==> config.mk <==
export PLATFORM = sky130hd
export DESIGN_NAME = framebuffer_reader_unpack
export DESIGN_NICKNAME = d
export VERILOG_FILES = /design/src/rtl/framebuffer_pkg.sv /design/src/rtl/framebuffer_reader_pixel_select.sv /design/src/rtl/framebuffer_reader_unpack.sv
export SDC_FILE = /design/constraint.sdc
export NUM_CORES = 1
export LEC_CHECK = 0
export ABC_AREA = 1
export ABC_CLOCK_PERIOD_IN_PS = 7050
export BUFFER_PORTS_ARGS = -buffer_cell sky130_fd_sc_hd__buf_2
export CORE_MARGIN = 2
export CORE_UTILIZATION = 45
export DETAILED_ROUTE_END_ITERATION = 12
export HOLD_SLACK_MARGIN = 0.03
export PLACE_DENSITY_LB_ADDON = 0.12
export SLEW_MARGIN = 20
export SYNTH_ARGS = -nofsm -noshare
export SYNTH_HDL_FRONTEND = slang
export SYNTH_SLANG_ARGS = --single-unit
==> constraint.sdc <==
create_clock -name aclk -period 7.05 [get_ports aclk]
set_clock_uncertainty 0.2 [all_clocks]
set_input_delay 0 -clock aclk [delete_from_list [all_inputs] [get_ports aclk]]
set_output_delay 0 -clock aclk [all_outputs]
set_load 0.005 [all_outputs]
==> src/rtl/framebuffer_pkg.sv <==
// rtl/framebuffer_pkg.sv - shared framebuffer state encoding and geometry helpers
package framebuffer_pkg;

  typedef enum logic [1:0] {
    ST_IDLE   = 2'd0,
    ST_REQ    = 2'd1,
    ST_STREAM = 2'd2
  } fb_state_e;

  function automatic int calc_ppb(input int data_w, input int pixel_w);
    return data_w / pixel_w;
  endfunction

  // Never narrower than one bit so a single-pixel beat still has an index port.
  function automatic int calc_idx_w(input int data_w, input int pixel_w);
    int ppb;
    ppb = data_w / pixel_w;
    return (ppb > 1) ? $clog2(ppb) : 1;
  endfunction

  function automatic int calc_beat_bytes(input int data_w);
    return data_w / 8;
  endfunction

endpackage

==> src/rtl/framebuffer_reader_pixel_select.sv <==
// rtl/framebuffer_reader_pixel_select.sv - selects one pixel lane out of a memory beat
module framebuffer_reader_pixel_select
  import framebuffer_pkg::*;
#(
  parameter int DATA_WIDTH  = 128,
  parameter int PIXEL_WIDTH = 16,
  parameter int IDX_W       = calc_idx_w(DATA_WIDTH, PIXEL_WIDTH)
) (
  input  logic [DATA_WIDTH-1:0]  word_i,
  input  logic [IDX_W-1:0]       idx_i,
  output logic [PIXEL_WIDTH-1:0] pixel_o
);

  localparam int PPB = calc_ppb(DATA_WIDTH, PIXEL_WIDTH);

  always_comb begin
    pixel_o = '0;
    for (int i = 0; i < PPB; i++) begin
      if (idx_i == IDX_W'(i)) pixel_o = word_i[i*PIXEL_WIDTH +: PIXEL_WIDTH];
    end
  end

endmodule

==> src/rtl/framebuffer_reader_unpack.sv <==
// rtl/framebuffer_reader_unpack.sv - span read command to beat request and pixel stream unpacker
module framebuffer_reader_unpack
  import framebuffer_pkg::*;
#(
  parameter int DATA_WIDTH  = 128,
  parameter int PIXEL_WIDTH = 16,
  parameter int ADDR_WIDTH  = 32,
  parameter int CNT_WIDTH   = 20
) (
  input  logic                   aclk,
  input  logic                   reset,
  input  logic                   s_cmd_valid,
  output logic                   s_cmd_ready,
  input  logic [ADDR_WIDTH-1:0]  s_cmd_addr,
  input  logic [CNT_WIDTH-1:0]   s_cmd_pixels,
  output logic                   m_ar_valid,
  input  logic                   m_ar_ready,
  output logic [ADDR_WIDTH-1:0]  m_ar_addr,
  output logic [CNT_WIDTH-1:0]   m_ar_beats,
  input  logic                   s_r_valid,
  output logic                   s_r_ready,
  input  logic [DATA_WIDTH-1:0]  s_r_data,
  input  logic                   s_r_last,
  output logic                   m_axis_tvalid,
  input  logic                   m_axis_tready,
  output logic [PIXEL_WIDTH-1:0] m_axis_tdata,
  output logic                   m_axis_tlast
);

  localparam int PPB        = calc_ppb(DATA_WIDTH, PIXEL_WIDTH);
  localparam int IDX_W      = calc_idx_w(DATA_WIDTH, PIXEL_WIDTH);
  localparam int BEAT_BYTES = calc_beat_bytes(DATA_WIDTH);
  localparam int BB_W       = $clog2(BEAT_BYTES);
  localparam int PIX_BYTES  = PIXEL_WIDTH / 8;
  localparam int SPAN_W     = CNT_WIDTH + 1;

  fb_state_e             state_q, state_d;
  logic [ADDR_WIDTH-1:0] ar_addr_q, ar_addr_d;
  logic [CNT_WIDTH-1:0]  ar_beats_q, ar_beats_d;
  logic [CNT_WIDTH-1:0]  remaining_q, remaining_d;
  logic [IDX_W-1:0]      first_idx_q, first_idx_d;
  logic [IDX_W-1:0]      idx_q, idx_d;
  logic                  first_beat_q, first_beat_d;
  logic                  full_q, full_d;
  logic [DATA_WIDTH-1:0] word_q, word_d;

  logic [BB_W-1:0]   cmd_offset;
  logic [IDX_W-1:0]  cmd_first_idx;
  logic [SPAN_W-1:0] cmd_span;
  logic [SPAN_W-1:0] cmd_beats;
  logic              pix_hs;
  logic              last_pix;
  logic              beat_done;
  logic              unused_sig;

  // Span length is widened by one bit so a leading offset cannot wrap the beat count.
  assign cmd_offset    = s_cmd_addr[BB_W-1:0];
  assign cmd_first_idx = IDX_W'(cmd_offset / BB_W'(PIX_BYTES));
  assign cmd_span      = SPAN_W'(cmd_first_idx) + {1'b0, s_cmd_pixels};
  assign cmd_beats     = (cmd_span + SPAN_W'(PPB - 1)) / SPAN_W'(PPB);

  assign pix_hs    = full_q && m_axis_tready;
  assign last_pix  = (remaining_q == CNT_WIDTH'(1));
  assign beat_done = (idx_q == IDX_W'(PPB - 1)) || last_pix;

  // Refill in the same cycle the held beat drains, keeping one pixel per cycle.
  assign s_r_ready = (state_q == ST_STREAM) && (!full_q || (pix_hs && beat_done && !last_pix));

  assign s_cmd_ready   = (state_q == ST_IDLE);
  assign m_ar_valid    = (state_q == ST_REQ);
  assign m_ar_addr     = ar_addr_q;
  assign m_ar_beats    = ar_beats_q;
  assign m_axis_tvalid = full_q;
  assign m_axis_tlast  = full_q && last_pix;
  assign unused_sig    = s_r_last ^ cmd_beats[CNT_WIDTH];

  framebuffer_reader_pixel_select #(
    .DATA_WIDTH (DATA_WIDTH),
    .PIXEL_WIDTH(PIXEL_WIDTH),
    .IDX_W      (IDX_W)
  ) u_pixel_select (
    .word_i (word_q),
    .idx_i  (idx_q),
    .pixel_o(m_axis_tdata)
  );

  always_comb begin
    state_d      = state_q;
    ar_addr_d    = ar_addr_q;
    ar_beats_d   = ar_beats_q;
    remaining_d  = remaining_q;
    first_idx_d  = first_idx_q;
    idx_d        = idx_q;
    first_beat_d = first_beat_q;
    full_d       = full_q;
    word_d       = word_q;
    case (state_q)
      ST_IDLE: begin
        if (s_cmd_valid && (s_cmd_pixels != '0)) begin
          ar_addr_d   = {s_cmd_addr[ADDR_WIDTH-1:BB_W], {BB_W{1'b0}}};
          ar_beats_d  = cmd_beats[CNT_WIDTH-1:0];
          remaining_d = s_cmd_pixels;
          first_idx_d = cmd_first_idx;
          state_d     = ST_REQ;
        end
      end
      ST_REQ: begin
        if (m_ar_ready) begin
          first_beat_d = 1'b1;
          state_d      = ST_STREAM;
        end
      end
      ST_STREAM: begin
        if (pix_hs) begin
          remaining_d = remaining_q - CNT_WIDTH'(1);
          idx_d       = idx_q + IDX_W'(1);
          if (beat_done) full_d = 1'b0;
          if (last_pix) state_d = ST_IDLE;
        end
        if (s_r_valid && s_r_ready) begin
          word_d       = s_r_data;
          idx_d        = first_beat_q ? first_idx_q : '0;
          first_beat_d = 1'b0;
          full_d       = 1'b1;
        end
      end
      default: state_d = ST_IDLE;
    endcase
  end

  always_ff @(posedge aclk or posedge reset) begin
    if (reset) begin
      state_q      <= ST_IDLE;
      ar_addr_q    <= '0;
      ar_beats_q   <= '0;
      remaining_q  <= '0;
      first_idx_q  <= '0;
      idx_q        <= '0;
      first_beat_q <= 1'b0;
      full_q       <= 1'b0;
      word_q       <= '0;
    end else begin
      state_q      <= state_d;
      ar_addr_q    <= ar_addr_d;
      ar_beats_q   <= ar_beats_d;
      remaining_q  <= remaining_d;
      first_idx_q  <= first_idx_d;
      idx_q        <= idx_d;
      first_beat_q <= first_beat_d;
      full_q       <= full_d;
      word_q       <= word_d;
    end
  end

endmodule

==> impl_results.md, run 1 <==
- Core area: 23400 µm²
- Final setup viols: 0
- Antenna viol nets, final: 0
- Pins Over Slew Limit: 0
- Actual slew at the worst max-slew pin: 1020 ps
- Top_reg_cell synth: dfrtp_1
- Area added between synthesis and finish: 52.6%
- DRT Pass-1 Iters: 6
- Overall Power: 5.79 mW
- Unique masters post-synth: 34
- Total Wirelength: 37.6 mm
- Hold buffers post-CTS: 351
- Failing checks: hold timing
- VDD IR max: 228 µV
- Initial DRC count: 1136
- Clock root buffer: clkbuf_16
- Row Count: 56
- Postcts setup bufs: 0
- Period utilization: 62.5%
- Most frequent cells after synthesis: 711 x nand2_1, 204 x dfrtp_1, 121 x nand3_1
- Peak Freq: 227 MHz
- PD cells: 355 nW/µm²
- DRC: 0
- Post-cts resize count: 0
- Part of the power in registers: 34.6%
- Hold Worst Slack: -27.9 ps
- Final setup TNS: 0 ps
- Worst reg-to-reg path cell count: 11
- Antenna violations before repair: 1
- Via density: 4.97
- Die height: 158 µm
- Register area share after synthesis: 47.8%
- Vias in the first global route: 12100
- RePlAce Congestion: 0.924
- Relative slew slack: 32.2%
- Sw Pwr: 2.36 mW
- Clock power share: 21.3%
- GR Overflow Total: 0
- FFs w/ async S/R, synth: 100%
- Area leader, netlist: dfrtp_1
- CP top delay family: buffers and inverters
- CP cell instances: ha_1, ha_1, buf_4, a21oi_1, nor2_4, nand3_4, inv_4, buf_4, nand2_1, nand2_1, dlygate4sd3_1
- Number of synthesized flops with an enable pin: 0
- CP bufs+invs: 4
- Ports: 260
- Reg2reg start: idx_q[0]
- Reg-to-Reg End: word_q[42]
- Critical Path Slowest Stage Cell: buf_4
- Initial core utilization: 45.6%
- Total number of vias: 11900
- R2r setup slk: 2640 ps
- Leakage: 8.65 nW
- Worst-Skew Late Latency: 520 ps
- Die area: 25000 µm²
- GRT Total Usage: 29.6%
- First-pass GRT wire length: 58.9 mm
- Setup CP Type: reg -> reg
- Internal power: 3.43 mW
- Final #Nets: 2257
- HPWL Detailed: 21.2 mm
- PortBufs: 251
- RSZ-0062 raised after global routing: false
- Post-Synthesis Cells: 1490
- Synth Register Bits: 204
- Crit path max fanout: 78
- Largest net degree at the start of global routing: 145
- CTS Buffer Depth: 3
- Die W: 158 µm
- Wire per inst: 15.7 µm
- CTS tree: yes
- Synthesized cell area: 10700 µm²
- H-tree depth: 1
- Share of layout cells above drive strength 1: 16.8%
- Arrival @ worst endpoint: 4660 ps
- Status: complete, but fails checks
- Most used standard cell by instance count after synthesis: nand2_1
- Logic pwr share: 44.2%
- Switching Fraction: 40.7%
- Yosys warns: 0
- Yosys top cell area share: 47.8%
- Slowest stage delay, CP: 750 ps
- Hold/Removal Path Class: in -> async
- Num Clock Sinks: 204
- Setup crit start kind: flop
- Clock slew at reported path FFs: 60 ps
- CTS Buf Count: 25
- Max-cap viol count: 0
- Synthesized area per cell: 7.17 µm²
- Worst path required time: 7300 ps
- Synth area leaders: dfrtp_1 48%, nand2_1 25%, nand3_1 5.7%
- Min cycle time layout: 4410 ps
- Fin. Hold Viols: 20
- Worst Setup End Kind: flop
==> how the worst max path moves through the flow <==
stage                     slack, ps  startpoint      endpoint  cells past startpoint
after floorplan                1280       reset  first_beat_q                      1
after global placement         3290    idx_q[0]    word_q[56]                     10
after detailed placement       3240    idx_q[0]    word_q[56]                     10
after CTS                      2720    idx_q[0]    word_q[37]                     11
after global routing           2310    idx_q[0]    word_q[42]                     11
final                          2640    idx_q[0]    word_q[42]                     11
==> cells in the final DEF, fill, tap and decap left out, types with 5 or more instances in the layout <==
cell type	n
dlygate4sd3_1	351
buf_4	7
clkbuf_8	7
dfrtp_1	204
conb_1	6
buf_2	251
nand4_1	11
clkinv_2	5
inv_2	11
nor2_1	79
nor2_2	10
ha_1	12
nand2_1	709
inv_1	110
a21oi_1	5
or2_2	17
o21ai_0	57
nand3_1	121
nand2_2	5
o21ai_1	38
clkbuf_16	25
==> power groups by stage <==
stage / clock network (mW) / registers, mW / logic, mW
global route: 1.31 / 2.05 / 2.87
global placement: 0 / 1.98 / 2.17
CTS: 1.25 / 1.98 / 2.49
detailed placement: 0 / 1.98 / 2.21
floorplan: 0 / 1.94 / 1.46
finish: 1.23 / 2.00 / 2.56
==> sequential cells by signal, summed over array words and instances (netlist names) <==
name and flops:
idx_q 3, m_ar_beats 18, state_q 2, m_ar_addr 28, m_axis_tvalid 1, first_idx_q 3, first_beat_q 1, word_q 128
remaining_q 20
==> tightest hold or removal path: stages <==
cell           delay [ps]
dlygate4sd3_1         540
buf_2                 160
clkinv_8              510
==> final cells by class <==
cell class,count,area (µm²)
repair buffers,609,4820
clock buffers,36,737
clock inverters,7,42.5
fillers,1860,7100
inverters,123,477
multi-input cells,1095,4710
flip-flops and latches,204,5100
diodes,2,5.00
well taps,319,399
==> layer usage <==
| metal | part of all wire [%] | global-route usage, % | up-vias |
|---|---|---|---|
| li1 | - | - | 5731 |
| met1 | 40 | 37.1 | 5502 |
| met2 | 48 | 50.6 | 535 |
| met3 | 6.8 | 4.95 | 136 |
| met4 | 4.6 | 12.8 | 0 |
| met5 | 0 | 0 | - |
==> stage by stage <==
step	util, %	cells	setup slack, ps	hold WS [ps]	instance area (µm²)
4_1_cts	69.6	2393	2720	30.7	16300
5_1_grt	69.6	2394	2310	33.1	16300
2_1_floorplan	-	1495	1280	-91.3	10700
6_report	69.7	2395	2640	-27.9	16300
3_3_place_gp	51.3	1999	3290	-8.05	12000
3_5_place_dp	51.3	1999	3240	-2.82	12000
==> cell families (layout without fill, tap and decap cells) <==
family | after synthesis | after routing | synth area share, %
AND/OR/NAND/NOR | 966 | 966 | 37.0
XOR/XNOR | 2 | 2 | 0.164
buffers and inverters | 196 | 775 | 8.28
other | 1 | 8 | 0.0351
adder cells (fa/ha/maj) | 12 | 12 | 1.41
AO/OA/AOI/OAI | 109 | 109 | 5.32
flip-flops | 204 | 204 | 47.8
Note: power is estimated with default switching activity, not from simulation.
==> inputs of run 2 (changes only) <==
- ABC_CLOCK_PERIOD_IN_PS: 7050 -> 3500
- clock period: 7.05 -> 3.5 ns (I/O delays scaled with it)
==> impl_results.md, run 2 (same netlist as run 1, synthesis figures left out) <==
- PortBufs: 251 (unchanged)
- Die area: 25000 µm² (unchanged)
- Failing checks: hold timing
- Worst hold stages: 5
- Initial DRC count: 977 (-14%)
- Leakage: 8.66 nW (+0.16%)
- CP bufs+invs: 3 (-1)
- R2r setup slk: 540 ps (-2100 ps)
- RePlAce Congestion: 0.918 (-0.63%)
- CTS Buffer Depth: 3 (unchanged)
- HPWL Detailed: 21.7 mm (+2.1%)
- Most common cell after layout, fill and taps aside: nand2_1
- Setup crit start kind: flop
- Hold/Removal Path Class: in -> reg
- Relative slew slack: 43.2% (+11 points)
- Die W: 158 µm (unchanged)
- Postcts setup bufs: 0 (unchanged)
- CP cell instances: inv_1, ha_1, nand2_1, o21ai_0, inv_1, nand2_1, nand2_1, nand3_1, nand3_1, nand2_1, nand2_1, buf_2
- Num Clock Sinks: 204 (unchanged)
- Wire per inst: 15.8 µm (+0.57%)
- Share of layout cells above drive strength 1: 17.5% (+0.76 points)
- Hold path startpoint: s_r_valid
- Design area: 16300 µm² (+0.12%)
- Actual slew at the worst max-slew pin: 851 ps (-164 ps)
- DP Area: 12100 µm² (+0.64%)
- Antenna viol nets, final: 0 (unchanged)
- Final #Nets: 2256 (-0.044%)
- Via density: 4.97 (about the same)
- CP top delay family: simple AND/OR/NAND/NOR gates
- Pins Over Slew Limit: 0 (unchanged)
- Crit path max fanout: 27 (-65%)
- Critical Path Slowest Stage Cell: nand2_1
- RSZ-0062 raised after global routing: false
- Peak Freq: 304 MHz
- Period utilization: 94.1%
- Post-Place Cells: 2008 (+0.45%)
- H-tree depth: 1 (unchanged)
- Core area: 23400 µm² (unchanged)
- Vias in the first global route: 12000 (-0.33%)
- Slowest stage delay, CP: 500 ps (-250 ps)
- Row Count: 56 (unchanged)
- CTS Buf Count: 24 (-4.0%)
- Worst reg-to-reg path cell count: 9 (-2)
- Largest net degree at the start of global routing: 118 (-19%)
- Reg2reg start: idx_q[0]
- Setup CP Type: reg -> out
- Worst Setup End Kind: output pin
- Die height: 158 µm (unchanged)
- Post-route insts no fill: 2395 (unchanged)
- Total Wirelength: 37.8 mm (+0.57%)
- GR Overflow Total: 0 (unchanged)
- Worst-Skew Late Latency: 510 ps (about the same)
- Total number of vias: 11900 (+0.084%)
- Clock root buffer: clkbuf_16
- Biggest register: word_q
- Largest register FFs: 128 (unchanged)
- GRT Total Usage: 29.9% (+0.25 points)
- Clock slew at reported path FFs: 60 ps (about the same)
- PD cells: 725 nW/µm² (+100%)
- Most frequent CP cell: nand2_1
- Arrival @ worst endpoint: 3090 ps (-1570 ps)
- Min cycle time layout: 3290 ps
- Most frequent cells in the layout: 709 x nand2_1, 342 x dlygate4sd3_1, 251 x buf_2
- Reg-to-Reg End: word_q[69]
- Hold Worst Slack: -46.3 ps (-18.4 ps)
- First-pass GRT wire length: 59.2 mm (+0.53%)
- DRT Pass-1 Iters: 5 (-1)
- Antenna violations before repair: 1 (unchanged)
- Ports: 260 (unchanged)
- Fin. Hold Viols: 1 (-95%)
- Area added between synthesis and finish: 52.8%
- Max-cap viol count: 0 (unchanged)
- DRC: 0 (unchanged)
- VDD IR max: 423 µV (+86%)
- Final setup viols: 0 (unchanged)
- Initial core utilization: 45.6% (unchanged)
- Hold path endpoint: word_q[14]
- Final setup TNS: 0 ps (unchanged)
- CTS tree: yes
- Worst path required time: 3300 ps (-4000 ps)
- Status: complete, but fails checks
[run 2: changes by cell type in the layout (fill, tap and decap cells not counted), moves of 2 or more]
cell / previous run / this run
buf_4: 7 / 15
bufinv_16: 0 / 2
clkbuf_8: 7 / 2
nor2_1: 79 / 77
clkinvlp_4: 0 / 5
dlygate4sd3_1: 351 / 342
clkinv_2: 5 / 8
[run 2: report_power, final]
group | internal (mW) | total (mW) | switching (mW)
registers | 3.38 | 4.03 | 0.648
clock network | 1.50 | 2.54 | 1.04
logic | 2.16 | 5.27 | 3.11
total | 7.03 | 11.8 | 4.80
[run 2: area by class of cell]
cell class	count	area [µm²]
repair buffers	609	4810
multi-input cells	1095	4740
flip-flops and latches	204	5100
clock buffers	30	664
fillers	1812	7080
clock inverters	14	130
inverters	123	470
well taps	319	399
diodes	1	2.50
[run 2: per-layer routing]
metal	up-vias	global-route usage [%]	wire length (µm)
met1	5557	36.2	15200
met5	-	0	0
met2	491	51.4	18300
met3	141	5.89	2590
met4	0	13.7	1690
li1	5725	-	-
[run 2: stage by stage]
stage / power (mW) / setup WS [ps] / hold WS [ps] / utilization, %
after floorplan: 6.85 / 656 / -91.3 / -
after global placement: 8.41 / 574 / -7.85 / 51.6
after detailed placement: 8.51 / 555 / -1.89 / 51.6
after CTS: 11.7 / 119 / 31.0 / 69.6
after global routing: 12.7 / 63.6 / 31.9 / 69.7
final: 11.8 / 207 / -46.3 / 69.7
[run 2: worst max path at each step]
stage	endpoint	cells after the start	slack [ps]	startpoint
2_1_floorplan	first_beat_q	1	660	reset
3_3_place_gp	idx_q[2]	9	570	idx_q[0]
3_5_place_dp	idx_q[2]	9	560	idx_q[0]
4_1_cts	m_ar_beats[12]	19	120	s_cmd_pixels[2]
5_1_grt	m_ar_beats[12]	19	60	s_cmd_addr[3]
6_report	m_axis_tdata[6]	12	210	idx_q[0]
[run 2: repair_timing]
action / 4_1_cts / 5_1_grt
endpoints found under the hold margin: 408 / 0
hold buffers: 343 / 0
endpoints found under the setup margin: 0 / 17
resized for setup: 0 / 9
[run 2: worst min-delay path, delay by kind of cell]
family                 cells  cell delay [ps]
buffers and inverters      2              340
AO/OA/AOI/OAI              1               50
AND/OR/NAND/NOR            2              230
